===== config.mk =====
export PLATFORM = sky130hd
export DESIGN_NAME = cpu_seq_ctrl_flat
export DESIGN_NICKNAME = d
export VERILOG_FILES = /design/src/rtl/cpu_seq_if.sv /design/src/rtl/cpu_seq_ctrl.sv /design/src/flat_wrapper.sv
export SDC_FILE = /design/constraint.sdc
export NUM_CORES = 1
export LEC_CHECK = 0
export ABC_AREA = 1
export CAP_MARGIN = 40
export CORE_MARGIN = 3
export CORE_UTILIZATION = 45
export CTS_BUF_LIST = sky130_fd_sc_hd__clkbuf_4 sky130_fd_sc_hd__clkbuf_8
export DETAILED_ROUTE_END_ITERATION = 12
export DONT_BUFFER_PORTS = 1
export SYNTH_ARGS = -nofsm -noshare
export SYNTH_HDL_FRONTEND = slang
export SYNTH_SLANG_ARGS = --single-unit

===== constraint.sdc =====
create_clock -name clk -period 3 [get_ports clk]
set_input_delay 0.6 -clock clk [delete_from_list [all_inputs] [get_ports clk]]
set_output_delay 0.6 -clock clk [all_outputs]
set_load 0.005 [all_outputs]

===== src/rtl/cpu_seq_if.sv =====
// Handshake bundle between the instruction sequencer and the CPU datapath.
// The slave side is the sequencer; the master side supplies ena/opcode/zero.
interface cpu_seq_if #(
  parameter int OPW = 3
);
  logic           ena;
  logic [OPW-1:0] opcode;
  logic           zero;
  logic [2:0]     phase;
  logic           fetch;
  logic           rd;
  logic           wr;
  logic           load_ir;
  logic           inc_pc;
  logic           load_pc;
  logic           load_acc;
  logic           datactl_ena;
  logic           halt;

  modport master (
    output ena, opcode, zero,
    input  phase, fetch, rd, wr, load_ir, inc_pc, load_pc, load_acc, datactl_ena, halt
  );

  modport slave (
    input  ena, opcode, zero,
    output phase, fetch, rd, wr, load_ir, inc_pc, load_pc, load_acc, datactl_ena, halt
  );
endinterface


===== src/rtl/cpu_seq_ctrl.sv =====
// 8-phase instruction sequencer: every strobe is registered and valid in the cycle its phase is shown.
// No backpressure; ena is only looked at on instruction boundaries, HALTED is left only through reset.
module cpu_seq_ctrl #(
  parameter int PHASES = 8,
  parameter int OPW    = 3
) (
  input  logic      clk,
  input  logic      rst_n,
  cpu_seq_if.slave  bus
);

  localparam logic [2:0]     LAST   = 3'(PHASES - 1);
  localparam logic [OPW-1:0] OP_HLT = OPW'(0);
  localparam logic [OPW-1:0] OP_SKZ = OPW'(1);
  localparam logic [OPW-1:0] OP_ADD = OPW'(2);
  localparam logic [OPW-1:0] OP_AND = OPW'(3);
  localparam logic [OPW-1:0] OP_XOR = OPW'(4);
  localparam logic [OPW-1:0] OP_LDA = OPW'(5);
  localparam logic [OPW-1:0] OP_STO = OPW'(6);
  localparam logic [OPW-1:0] OP_JMP = OPW'(7);

  typedef enum logic [1:0] {IDLE, RUN, HALTED} state_t;

  typedef struct packed {
    logic fetch;
    logic rd;
    logic wr;
    logic load_ir;
    logic inc_pc;
    logic load_pc;
    logic load_acc;
    logic datactl_ena;
    logic halt;
  } strobe_t;

  localparam strobe_t HALT_ST = strobe_t'(9'b0_0000_0001);

  state_t     state;
  logic [2:0] phase;
  strobe_t    st;

  // Strobes for the phase about to be entered, from the inputs seen at that edge.
  function automatic strobe_t decode(input logic [2:0] ph, input logic [OPW-1:0] op, input logic z);
    strobe_t s;
    logic    alu;
    logic    sto;
    logic    jmp;
    logic    skz;
    alu = (op == OP_ADD) || (op == OP_AND) || (op == OP_XOR) || (op == OP_LDA);
    sto = (op == OP_STO);
    jmp = (op == OP_JMP);
    skz = (op == OP_SKZ);
    s = '0;
    s.fetch = ~ph[2];
    case (ph)
      3'd0: begin
        s.rd      = 1'b1;
        s.load_ir = 1'b1;
      end
      3'd1: begin
        s.rd      = 1'b1;
        s.load_ir = 1'b1;
        s.inc_pc  = 1'b1;
      end
      3'd3: begin
        s.inc_pc = 1'b1;
        s.halt   = (op == OP_HLT);
      end
      3'd4: begin
        s.rd          = alu;
        s.load_pc     = jmp;
        s.datactl_ena = sto;
      end
      3'd5: begin
        s.rd          = alu;
        s.load_acc    = alu;
        s.load_pc     = jmp;
        s.inc_pc      = jmp | (skz & z);
        s.wr          = sto;
        s.datactl_ena = sto;
      end
      3'd6: begin
        s.rd          = alu;
        s.datactl_ena = sto;
      end
      3'd7: s.inc_pc = skz & z;
      default: ;
    endcase
    return s;
  endfunction

  always_ff @(posedge clk or negedge rst_n) begin
    if (!rst_n) begin
      state <= IDLE;
      phase <= 3'd0;
      st    <= '0;
    end else begin
      case (state)
        IDLE: begin
          phase <= 3'd0;
          if (bus.ena) begin
            state <= RUN;
            st    <= decode(3'd0, bus.opcode, bus.zero);
          end else begin
            st <= '0;
          end
        end
        RUN: begin
          // The halt strobe shown in phase 3 is the registered HLT decision; reuse it.
          if (phase == 3'd3 && st.halt) begin
            state <= HALTED;
            st    <= HALT_ST;
          end else if (phase == LAST) begin
            phase <= 3'd0;
            if (bus.ena) begin
              st <= decode(3'd0, bus.opcode, bus.zero);
            end else begin
              state <= IDLE;
              st    <= '0;
            end
          end else begin
            phase <= phase + 3'd1;
            st    <= decode(phase + 3'd1, bus.opcode, bus.zero);
          end
        end
        HALTED: begin
          phase <= 3'd3;
          st    <= HALT_ST;
        end
        default: begin
          state <= IDLE;
          phase <= 3'd0;
          st    <= '0;
        end
      endcase
    end
  end

  assign bus.phase       = phase;
  assign bus.fetch       = st.fetch;
  assign bus.rd          = st.rd;
  assign bus.wr          = st.wr;
  assign bus.load_ir     = st.load_ir;
  assign bus.inc_pc      = st.inc_pc;
  assign bus.load_pc     = st.load_pc;
  assign bus.load_acc    = st.load_acc;
  assign bus.datactl_ena = st.datactl_ena;
  assign bus.halt        = st.halt;

endmodule


===== src/flat_wrapper.sv =====
// flat-port wrapper written by rule: the top's interface ports become plain ports
module cpu_seq_ctrl_flat 
#(
  parameter int PHASES = 8,
  parameter int OPW    = 3
)
  (clk, rst_n, bus_ena, bus_opcode, bus_zero, bus_phase, bus_fetch, bus_rd, bus_wr, bus_load_ir, bus_inc_pc, bus_load_pc, bus_load_acc, bus_datactl_ena, bus_halt);
  cpu_seq_if #(.OPW(OPW)) bus_i ();
  input  logic clk;
  input  logic rst_n;
  input wire logic [$bits(bus_i.ena)-1:0] bus_ena;
  input wire logic [$bits(bus_i.opcode)-1:0] bus_opcode;
  input wire logic [$bits(bus_i.zero)-1:0] bus_zero;
  output wire logic [$bits(bus_i.phase)-1:0] bus_phase;
  output wire logic [$bits(bus_i.fetch)-1:0] bus_fetch;
  output wire logic [$bits(bus_i.rd)-1:0] bus_rd;
  output wire logic [$bits(bus_i.wr)-1:0] bus_wr;
  output wire logic [$bits(bus_i.load_ir)-1:0] bus_load_ir;
  output wire logic [$bits(bus_i.inc_pc)-1:0] bus_inc_pc;
  output wire logic [$bits(bus_i.load_pc)-1:0] bus_load_pc;
  output wire logic [$bits(bus_i.load_acc)-1:0] bus_load_acc;
  output wire logic [$bits(bus_i.datactl_ena)-1:0] bus_datactl_ena;
  output wire logic [$bits(bus_i.halt)-1:0] bus_halt;
  assign bus_i.ena = bus_ena;
  assign bus_i.opcode = bus_opcode;
  assign bus_i.zero = bus_zero;
  assign bus_phase = bus_i.phase;
  assign bus_fetch = bus_i.fetch;
  assign bus_rd = bus_i.rd;
  assign bus_wr = bus_i.wr;
  assign bus_load_ir = bus_i.load_ir;
  assign bus_inc_pc = bus_i.inc_pc;
  assign bus_load_pc = bus_i.load_pc;
  assign bus_load_acc = bus_i.load_acc;
  assign bus_datactl_ena = bus_i.datactl_ena;
  assign bus_halt = bus_i.halt;
  cpu_seq_ctrl #(.PHASES(PHASES), .OPW(OPW)) u_core (.clk(clk), .rst_n(rst_n), .bus(bus_i));
endmodule

* Word-level counts from Yosys, hierarchy flattened *
Index checks and enable logic that the tools add are counted.
Widths: inputs -> output; s select.

word-level totals
  input bits = 7
  output and inout port bits = 12
  bits in registers = 14
  logic and storage cells = 69

cells by class
  bitwise logic cells = 4
  reduce and logical (&&, ||, !) cells = 12
  muxes and demuxes = 20
  equal/unequal tests = 21
  $add $sub $neg = 1

operators by type and width
  cell                 number
  $eq 3x3->1 const B   9
  $mux 9               3
  $pmux 9 s3           1
  $eq 3x2->1 const B   4
  $mux 2               4
  $eq 3x1->1 const B   2
  $logic_not 3->1      2
  $mux 1               6
  $mux 3               2
  $pmux 2 s3           1
  $pmux 3 s2           1
  $reduce_or 2->1      3
  $ne 2x2->1 const B   2
  $reduce_and 4->1     1
  $add 3x1->3 const B  1
  $logic_or 1x1->1     3
  $ne 3x1->1 const B   1
  $ne 3x2->1 const B   1
  $pmux 1 s3           1
  $reduce_or 3->1      1
  $eq 2x1->1 const B   1
  $eq 2x2->1 const B   1
  $logic_not 2->1      1
  $not 1->1            2
  4 further kinds      4

* Logic depth before layout (Yosys ltp) *
Gate-level depths: netlist of the first run.

  depth after elaboration = 8
  mapped depth = 9
  mapped depth without buffers = 9

* Worst setup path before layout of the first run *
No wires, ideal clock.

  path kind = register to register
  from = register u_core.phase[0], in the netlist u_core.bus.phase[0]
  to = register u_core.st (netlist bit u_core.bus.inc_pc)
  stages on the path, launching flop included = 10
  data required time = 2887 ps
  library setup time = 113 ps
  clock period less this slack = 1498 ps
  arrival = 1385 ps
  buffers on the path = 0
  path slack = 1502 ps
  cell sequence = dfrtp_1 -> ha_1 -> ha_1 -> inv_2 -> nand2_1 -> inv_1 -> nand2_1 -> nand3_1 -> nand2_1 -> inv_1

between the ends
  longest elaborated chain between the ends = 7
  elaborated cells on any way between the ends = 13
  classes of those cells = add/sub: 1; eq/ne: 6; mux: 4; reduce/logical: 2

ends and longest elaborated chain
  what                                      line                 text
  start: declaration                        cpu_seq_ctrl.sv:39   logic [2:0] phase;
  start signal: assignment                  cpu_seq_ctrl.sv:122  phase <= phase + 3'd1;
  $add 3x1->3                               cpu_seq_ctrl.sv:123  st <= decode(phase + 3'd1, bus.opcode, bus.zero);
  $eq 3x2->1 or $eq 3x1->1 (tied branches)  cpu_seq_ctrl.sv:55   case (ph)
  $reduce_or 2->1 (no source line)          --
  $pmux 1 s3                                cpu_seq_ctrl.sv:55
  $mux 9                                    cpu_seq_ctrl.sv:113  end else if (phase == LAST) begin
  $mux 9 *                                  cpu_seq_ctrl.sv:110  if (phase == 3'd3 && st.halt) begin
  $pmux 9 s3 *                              cpu_seq_ctrl.sv:98   case (state)
  end signal: assignment                    cpu_seq_ctrl.sv:103  st <= decode(3'd0, bus.opcode, bus.zero);
  end signal: assignment                    cpu_seq_ctrl.sv:116  st <= decode(3'd0, bus.opcode, bus.zero);
  end signal: assignment                    cpu_seq_ctrl.sv:123
  end: declaration                          cpu_seq_ctrl.sv:40   strobe_t st;

Mark *: on every way between the ends. The rest lies on a longest branch, timed or not.
A chain may end at the register's enable or synchronous reset.

* Worst setup path in the final report of the first run *
Same ends and word-level chain as after synthesis.

==> run summary, run 1 <==
Top cell type's share of synthesized area: 0.381
Max cap viols: 0
Critical Path RT: 3.18 ns
Met3 GRT Util: 0.0525
Kind of start point of the critical path: flip-flop
Final ANT Viol Nets: 0
Global route overflow: 0
CTS H-Tree Depth: 1
Pins Over Slew Limit: 0
Post-synthesis instance area: 920 um2
Io pins: 19
Leakage: 0.562 nW
Initial Util: 0.505
Most Crowded Layer GR: met2
Syn_area_per_cell: 7.54 um2
Fin crit share: 0.542
All-Layer GR Usage: 0.150
Clock Path Buffers: 2
Largest net degree at the start of global routing: 10
Most frequent standard cell in the layout excluding fill and tap cells: nand2_1
Worst-Skew Late Latency: 0.28 ns
Number of buffers added on ports: 0
Initial DRC count: 9
Setup-failing EPs final: 0
Drt drc: 0
F_max: 0.615 GHz
GP Congestion: 0.887
Ys Warns: 0
Mapped Nets: 141
R2r worst-path depth: 9
Top cells by area, synth: dfrtp_1 38%, ha_1 16%, nand2_1 16%, inv_1 7.8%, nor2_1 4.9%
Status: complete, no violations
Top reg by flops: u_core.bus.phase
Inserted Clock Buffers: 3
GRT met1 Usage: 0.167
First-pass GRT wire length: 2920 um
Power Density: 597 nW/um2
Initial antenna violation count: 0
Synthesized instance count: 122
Avg Vias per Cell: 4.71
Hold depth: 2
Top flop regs: u_core.bus.phase: 3 flops, u_core.state: 2 flops
Fin crit period: 1.63 ns
Core Area: 1820 um2
CTS root buf: clkbuf_4
Clock slew at reported path FFs: 0.08 ns
Met2 GRT Util: 0.273
CTS tree: done
Tot Pwr: 601 uW
Number of flip-flops under the largest register name: 3
Final Hold Viols: 0
Sequential area share after synthesis: 0.381
Worst Max-Slew Pin Slew: 0.336 ns
Crit path max fanout: 5
Die area: 2620 um2
Kind of critical path: reg -> reg
Area growth syn-to-layout: 9.52%
Setup_tns: 0 ns
Resized Gates After CTS: 0
Post-synth cell types: 17
Vias in the first global route: 691
Routed via count: 720
DRT Pass-1 Iters: 4
Die H: 51.2 um
Cell taking the most area after synthesis: dfrtp_1
Antenna diodes: 0
Critical Path AT: 1.80 ns
Die X: 51.2 um
VDD IR-drop max: 0.309 mV
Commonest non-fill, non-tap cells in the layout: 38 x nand2_1, 19 x inv_1, 14 x dfrtp_1, 12 x nor2_1, 12 x ha_1
Layout cell share with drive strength beyond 1: 0.117
HP Class: in -> reg
RSZ-0062 raised after global routing: no
Final nets: 148
Sink Count: 14
Wire length per cell: 10.9 um
Row cnt: 15
Final Skew: 0.00367 ns
Flops & latches, synth: 14
Slew HR: 0.776
Aggregate routed wire length: 1670 um
Hpwl dp: 1370 um
Setup crit end kind: flip-flop
-- cell families (layout without fill, tap and decap cells) --
logic type,Yosys count,in the layout,share of synthesized area
compound gates,6,6,0.0422
fa+ha+maj,12,12,0.163
buf+inv,24,30,0.0980
flops,14,14,0.381
simple gates,66,66,0.316
-- area by class of cell --
type                            instances  area (um2)
Fill cell                             165         813
Timing Repair Buffer                    2        20.0
Multi-Input combinational cell         84         479
Clock buffer                            4        36.3
Sequential cell                        14         350
Tap cell                               25        31.3
Inverter                               24        90.1
-- per-layer routing --
layer,share of wire,wire (um)
met2,0.51,854
met5,0,0
met3,0.056,94
met4,0.0072,12
met1,0.42,709
-- timing repair --
| action | 4_1_cts | 5_1_grt |
|---|---|---|
| hold buffers | 1 | 1 |
| setup buffers | 0 | 0 |
| endpoints found under the hold margin | 6 | 8 |
-- where the power goes --
group          total [mW]  internal, mW  switching (mW)
logic               0.211        0.0778           0.133
clock network       0.130        0.0738          0.0562
registers           0.260         0.228          0.0317
-- final timing paths --
kind | from | endpoint | slack [ns]
worst min-delay path | bus_ena | u_core.bus.fetch | 0.47
max in group asynchronous | rst_n | u_core.bus.load_ir | 2.10
worst min register to register | u_core.state[1] | u_core.state[1] | 0.58
worst max-delay path | u_core.bus.phase[0] | u_core.bus.inc_pc | 1.37
worst max register to register | u_core.bus.phase[0] | u_core.bus.inc_pc | 1.37
min in group asynchronous | rst_n | u_core.bus.phase[1] | 0.65
-- cell usage after synthesis --
cell	count
a21boi_2	1
a21oi_1	1
nor2_1	12
o22ai_1	2
nand2_1	38
nand2_2	1
dfrtp_1	14
inv_2	4
clkinv_1	1
nand4_1	3
nand3_2	2
nor3_2	1
inv_1	19
nand3_1	7
nor2_2	2
o21ai_1	2
ha_1	12
-- stage by stage --
stage	setup slack [ns]	std cells	util	area, um2	hold slack (ns)
5_1_grt	1.25	153	0.553	1010	0.480
4_1_cts	1.36	152	0.548	997	0.00186
6_report	1.37	153	0.553	1010	0.467
3_5_place_dp	1.38	147	0.522	951	0.305
2_1_floorplan	1.50	122	-	920	0.304
3_3_place_gp	1.43	147	0.522	951	0.305
-- critical path, stage by stage (launching register included) --
cell and delay, ns:
dfrtp_1 0.44, ha_1 0.26, ha_1 0.36, inv_2 0.05
nand2_1 0.11, inv_1 0.08, nand2_1 0.06, nand3_1 0.07
nand2_1 0.06, inv_1 0.03
(Power assumes the default switching activity.)
==> run 2: changes to the inputs <==
Clock period 3 ns to 1.4 ns, I/O delays scaled along.
==> run summary, run 2 (synthesis results as in run 1) <==
Status: finished, violations left
Failing checks: negative setup slack
Worst-Skew Late Latency: 0.28 ns (about the same)
CP max stage cell: dfrtp_1
Kind of start point of the critical path: flip-flop
Setup-failing EPs final: 2 (+2)
CTS tree: done
Worst Hold Launch: bus_ena
VDD IR-drop max: 0.756 mV (+140%)
Pins Over Slew Limit: 0 (unchanged)
Number of flip-flops under the largest register name: 3 (unchanged)
Post-route insts no fill: 160 (+4.6%)
HP Class: in -> reg
Reg2reg setup slack: -0.01 ns (-1.38 ns)
Clk pwr share: 0.198 (-0.018)
GP Congestion: 0.760 (-14%)
Aggregate routed wire length: 2040 um (+22%)
Leakage: 0.611 nW (+8.6%)
Top flop regs: u_core.bus.phase: 3 flops, u_core.state: 2 flops
Initial Util: 0.505 (unchanged)
Core Area: 1820 um2 (unchanged)
DR top layer: met4
Routed length on met1: 886 um (+25%)
CP most frequent cell: nand2_1
Power Density: 1260 nW/um2 (+110%)
Multi-input gate area: 587 um2 (+22%)
Clock Path Buffers: 2 (unchanged)
Placed Cells: 153 (+4.1%)
Seq pwr share: 0.381 (-0.052)
Met2 WL post-DR: 1050 um (+22%)
Global route overflow: 0 (unchanged)
Commonest non-fill, non-tap cells in the layout: 33 x nand2_1, 15 x inv_1, 14 x dfrtp_1, 11 x nor2_1, 8 x inv_2
All-Layer GR Usage: 0.174 (+0.0245)
DRT Pass-1 Iters: 4 (unchanged)
Top reg by flops: u_core.bus.phase
Worst Hold Path EP: u_core.bus.fetch
Clock slew at reported path FFs: 0.09 ns (about the same)
Initial antenna violation count: 0 (unchanged)
Most frequent standard cell in the layout excluding fill and tap cells: nand2_1
Fillers: 165 (unchanged)
Vias in the first global route: 759 (+9.8%)
Final Core Density: 0.642 (+0.0887)
R2r worst-path depth: 9 (unchanged)
Kind of critical path: reg -> reg
Routed via count: 756 (+5.0%)
CP Cell Sequence: ha_4 -> ha_4 -> buf_6 -> nand2_4 -> nand3_2 -> nand2_2 -> nand2_1 -> nand2_1 -> nand2_1
Int Pwr: 909 uW (+140%)
Final Hold Viols: 0 (unchanged)
Reg-to-Reg End: u_core.bus.rd
Inserted Clock Buffers: 3 (unchanged)
Die X: 51.2 um (unchanged)
Max cap viols: 0 (unchanged)
Storage element area: 350 um2 (unchanged)
Setup crit end kind: flip-flop
Fin crit share: 1.01 (+0.465)
Row cnt: 15 (unchanged)
Antenna diodes: 0 (unchanged)
Hold depth: 2 (unchanged)
Worst setup margin: -0.00998 ns (-1.38 ns)
Hpwl dp: 1410 um (+3.1%)
Slew HR: 0.580 (-0.196)
Die H: 51.2 um (unchanged)
Io pins: 19 (unchanged)
Die area: 2620 um2 (unchanged)
Final nets: 155 (+4.7%)
Wire length per cell: 12.7 um (+17%)
Drt drc: 0 (unchanged)
Final hold slack: 0.133 ns (-0.335 ns)
CTS root buf: clkbuf_4
Crit path largest cell delay: 0.42 ns (-0.02 ns)
Largest net degree at the start of global routing: 15 (+5)
Switching share of power: 0.384 (+0.0159)
Initial DRC count: 9 (unchanged)
Layout cell share with drive strength beyond 1: 0.304 (+0.187)
Routed wl met3: 93 um (-1.1%)
Number of buffers added on ports: 0 (unchanged)
Tot Pwr: 1.47 mW (+150%)
RSZ-0062 raised after global routing: yes
Worst Max-Slew Pin Slew: 0.628 ns (+0.293 ns)
Crit path max fanout: 3 (-2)
Fin crit period: 1.41 ns (-0.216 ns)
Avg Vias per Cell: 4.73 (+0.41%)
Logic pwr share: 0.421 (+0.070)
First-pass GRT wire length: 3390 um (+16%)
CTS H-Tree Depth: 1 (unchanged)
Switching pwr: 566 uW (+160%)
F_max: 0.709 GHz (+15%)
Final ANT Viol Nets: 0 (unchanged)
Area growth syn-to-layout: 27.1%
Critical Path AT: 1.59 ns (-0.21 ns)
Final Skew: 0.00386 ns (+0.000191 ns)
Worst r2r src: u_core.bus.phase[0]
Sink Count: 14 (unchanged)
Critical Path RT: 1.58 ns (-1.60 ns)
## run 2: worst max path at each step
stage | from | to | slack, ns
final | u_core.bus.phase[0] | u_core.bus.rd | -0.01
after global routing | u_core.bus.phase[1] | u_core.bus.rd | -0.09
after CTS | u_core.bus.phase[1] | u_core.bus.rd | -0.02
after detailed placement | u_core.bus.phase[0] | u_core.bus.rd | -0.04
after global placement | u_core.bus.phase[0] | u_core.bus.rd | -0.03
after floorplan | u_core.bus.phase[0] | u_core.bus.rd | -0.03
## run 2: per-layer routing
| layer | vias to the layer above | GRT usage |
|---|---|---|
| met5 | - | 0 |
| met3 | 2 | 0.0525 |
| li1 | 400 | - |
| met4 | 0 | 0.0269 |
| met2 | 15 | 0.307 |
| met1 | 339 | 0.211 |
## run 2: repair_timing
item                                    CTS  global route
pin swaps                                 6            10
hold endpoints to repair                 14             0
gates cloned                              0             0
endpoints found under the setup margin    8            13
hold buffers                              1             0
gates resized for setup                  11            14
setup buffers                             1             1
## run 2: critical path: cells and delay by family (launching register included)
kind,cells,cell delay [ns]
flip-flops,1,0.42
buffers and inverters,1,0.12
AND/OR/NAND/NOR,6,0.33
adder cells (fa/ha/maj),2,0.44
## run 2: through the flow
stage,setup slack [ns],area (um2),setup TNS (ns)
2_1_floorplan,-0.0312,935,-0.0767
3_3_place_gp,-0.0330,1010,-0.0943
3_5_place_dp,-0.0428,1010,-0.212
4_1_cts,-0.0151,1110,-0.0165
5_1_grt,-0.0920,1170,-0.469
6_report,-0.00998,1170,-0.0162
## run 2: cell type report
type                            instances  share of cell area
Clock buffer                            4              0.0310
Inverter                               24              0.0771
Multi-Input combinational cell         84               0.502
Sequential cell                        14               0.300
Tap cell                               25              0.0268
Timing Repair Buffer                    9              0.0632
## run 2: power groups by stage
stage / combinational (mW) / sequential [mW] / clock [mW]
6_report: 0.622 / 0.561 / 0.292
5_1_grt: 0.704 / 0.570 / 0.318
4_1_cts: 0.545 / 0.554 / 0.302
3_5_place_dp: 0.501 / 0.558 / 0
3_3_place_gp: 0.497 / 0.557 / 0
2_1_floorplan: 0.367 / 0.553 / 0
==> run 3: changes to the inputs <==
Settings changed: CORE_UTILIZATION 45 to 58, PLACE_DENSITY set to 0.76.
==> run summary, run 3 (synthesis results as in run 1) <==
VDD IR-drop max: 0.928 mV (+23%)
Fillers: 78 (-53%)
Storage element area: 350 um2 (unchanged)
Worst setup margin: -0.00763 ns (+0.00235 ns)
Io pins: 19 (unchanged)
Post-route insts no fill: 147 (-8.1%)
Top reg by flops: u_core.bus.phase
Met3 GRT Util: 0.0632 (+0.0108)
Die X: 45.8 um (-11%)
Worst Max-Slew Pin Slew: 0.608 ns (-0.0203 ns)
Setup-failing EPs final: 1 (-1)
Area post-placement: 991 um2 (-2.0%)
Crit path max fanout: 4 (+1)
Status: finished, violations left
Pins Over Slew Limit: 0 (unchanged)
Hpwl dp: 1420 um (+0.35%)
Clock Path Buffers: 2 (unchanged)
Initial antenna violation count: 0 (unchanged)
Setup crit end kind: flip-flop
Critical Path AT: 1.59 ns (about the same)
Global route overflow: 0 (unchanged)
Post-CTS Setup Bufs: 0 (-1)
Kind of start point of the critical path: flip-flop
Fin crit share: 1.01 (-0.00168)
Clock slew at reported path FFs: 0.08 ns (about the same)
Die H: 45.8 um (-11%)
Inserted Clock Buffers: 3 (unchanged)
First-pass GRT wire length: 3020 um (-11%)
Setup_tns: -0.00763 ns (+0.00859 ns)
Routed via count: 784 (+3.7%)
GRT met1 Usage: 0.201 (-0.00918)
CTS tree: done
Drt drc: 0 (unchanged)
Initial Util: 0.657 (+0.152)
CTS root buf: clkbuf_4
Number of flip-flops under the largest register name: 3 (unchanged)
Layout cell share with drive strength beyond 1: 0.333 (+0.0296)
Worst-Skew Late Latency: 0.28 ns (about the same)
Area growth syn-to-layout: 23.8%
Slew HR: 0.593 (+0.0136)
Final Skew: 0.00581 ns (+0.00196 ns)
Most Crowded Layer GR: met2
Final Hold Viols: 0 (unchanged)
Final nets: 152 (-1.9%)
Failing checks: negative setup slack
Post-route cell area: 1140 um2 (-2.6%)
Initial DRC count: 8 (-1)
Core Area: 1400 um2 (-23%)
DRT Pass-1 Iters: 4 (unchanged)
Placed Cells: 142 (-7.2%)
GP Congestion: 0.844 (+11%)
All-Layer GR Usage: 0.202 (+0.0275)
Fin crit period: 1.41 ns (-0.00235 ns)
Largest net degree at the start of global routing: 15 (unchanged)
Top flop regs: u_core.bus.phase: 3 flops, u_core.state: 2 flops
CTS H-Tree Depth: 1 (unchanged)
Sink Count: 14 (unchanged)
F_max: 0.710 GHz (+0.17%)
Die area: 2100 um2 (-20%)
Max cap viols: 0 (unchanged)
Power Density: 1280 nW/um2 (+1.2%)
HP Class: in -> reg
Met2 GRT Util: 0.393 (+0.0859)
Vias in the first global route: 725 (-4.5%)
Commonest non-fill, non-tap cells in the layout: 33 x nand2_1, 14 x dfrtp_1, 12 x inv_1, 10 x inv_2, 8 x nor2_1
Kind of critical path: reg -> reg
Avg Vias per Cell: 5.33 (+13%)
Critical Path RT: 1.58 ns (about the same)
Antenna diodes: 0 (unchanged)
Aggregate routed wire length: 1870 um (-8.4%)
Final ANT Viol Nets: 0 (unchanged)
RSZ-0062 raised after global routing: yes
Most frequent standard cell in the layout excluding fill and tap cells: nand2_1
Leakage: 0.599 nW (-2.0%)
Tot Pwr: 1.45 mW (-1.4%)
Wire length per cell: 12.7 um (-0.34%)
Row cnt: 13 (-2)
Multi-input gate area: 593 um2 (+1.1%)
Number of buffers added on ports: 0 (unchanged)
-- run 3: cell count changes in the layout (fill, tap and decap cells not counted), moves of 2 or more --
| cell | change |
|---|---|
| nor2_1 | -3 |
| buf_4 | -2 |
| nand3_2 | +2 |
| inv_1 | -3 |
| nor2_2 | +2 |
| inv_2 | +2 |
-- run 3: final cells by class --
cell class / instances / share of cell area
clock buffer: 4 / 0.0319
inverter: 24 / 0.0813
multi-input combinational: 84 / 0.521
sequential: 14 / 0.308
tap: 15 / 0.0165
timing repair buffer: 6 / 0.0418
-- run 3: timing repair --
action	4_1_cts	5_1_grt
endpoints found under the setup margin	9	9
gates cloned	0	0
endpoints found under the hold margin	14	0
resized for setup	15	15
hold buffers	1	0
pin swaps	8	11
-- run 3: worst max-delay path: stages (launching register included) --
cell	delay, ns
dfrtp_1	0.42
ha_4	0.20
ha_4	0.31
inv_4	0.04
nand2_4	0.07
nand2_2	0.04
nand2_1	0.05
nand3_1	0.07
nand2_1	0.06
inv_1	0.03
-- run 3: report_power, final --
| part | switching [mW] | internal [mW] |
|---|---|---|
| Combinational | 0.367 | 0.251 |
| Sequential | 0.0623 | 0.489 |
| Clock | 0.126 | 0.158 |
-- run 3: through the flow --
stage / utilization / hold WS [ns] / worst slack [ns]
6_report: 0.814 / 0.142 / -0.00763
5_1_grt: 0.814 / 0.138 / -0.0892
4_1_cts: 0.784 / 0.133 / -0.00207
3_5_place_dp: 0.708 / -0.0153 / -0.0525
3_3_place_gp: 0.708 / -0.0153 / -0.0331
2_1_floorplan: - / -0.0156 / -0.0312
-- run 3: path summary, 6_finish.rpt --
path / startpoint / end / slack [ns] / depth (start not counted)
worst max-delay path: u_core.bus.phase[1] / u_core.bus.inc_pc / -0.008 / 9
worst min-delay path: bus_ena / u_core.bus.fetch / 0.14 / 2
worst max register to register: u_core.bus.phase[1] / u_core.bus.inc_pc / -0.008 / 9
worst min register to register: u_core.state[0] / u_core.state[0] / 0.59 / 2
max in group asynchronous: rst_n / u_core.bus.fetch / 0.56 / 1
min in group asynchronous: rst_n / u_core.state[0] / 0.44 / 1
-- run 3: routing by layer --
layer  vias to the layer above  part of all wire  wire, um
met5                         -                 0         0
met4                         0             0.025        47
met3                         7             0.059       110
met2                        26              0.52       963
met1                       357              0.40       744
li1                        394                 -         -
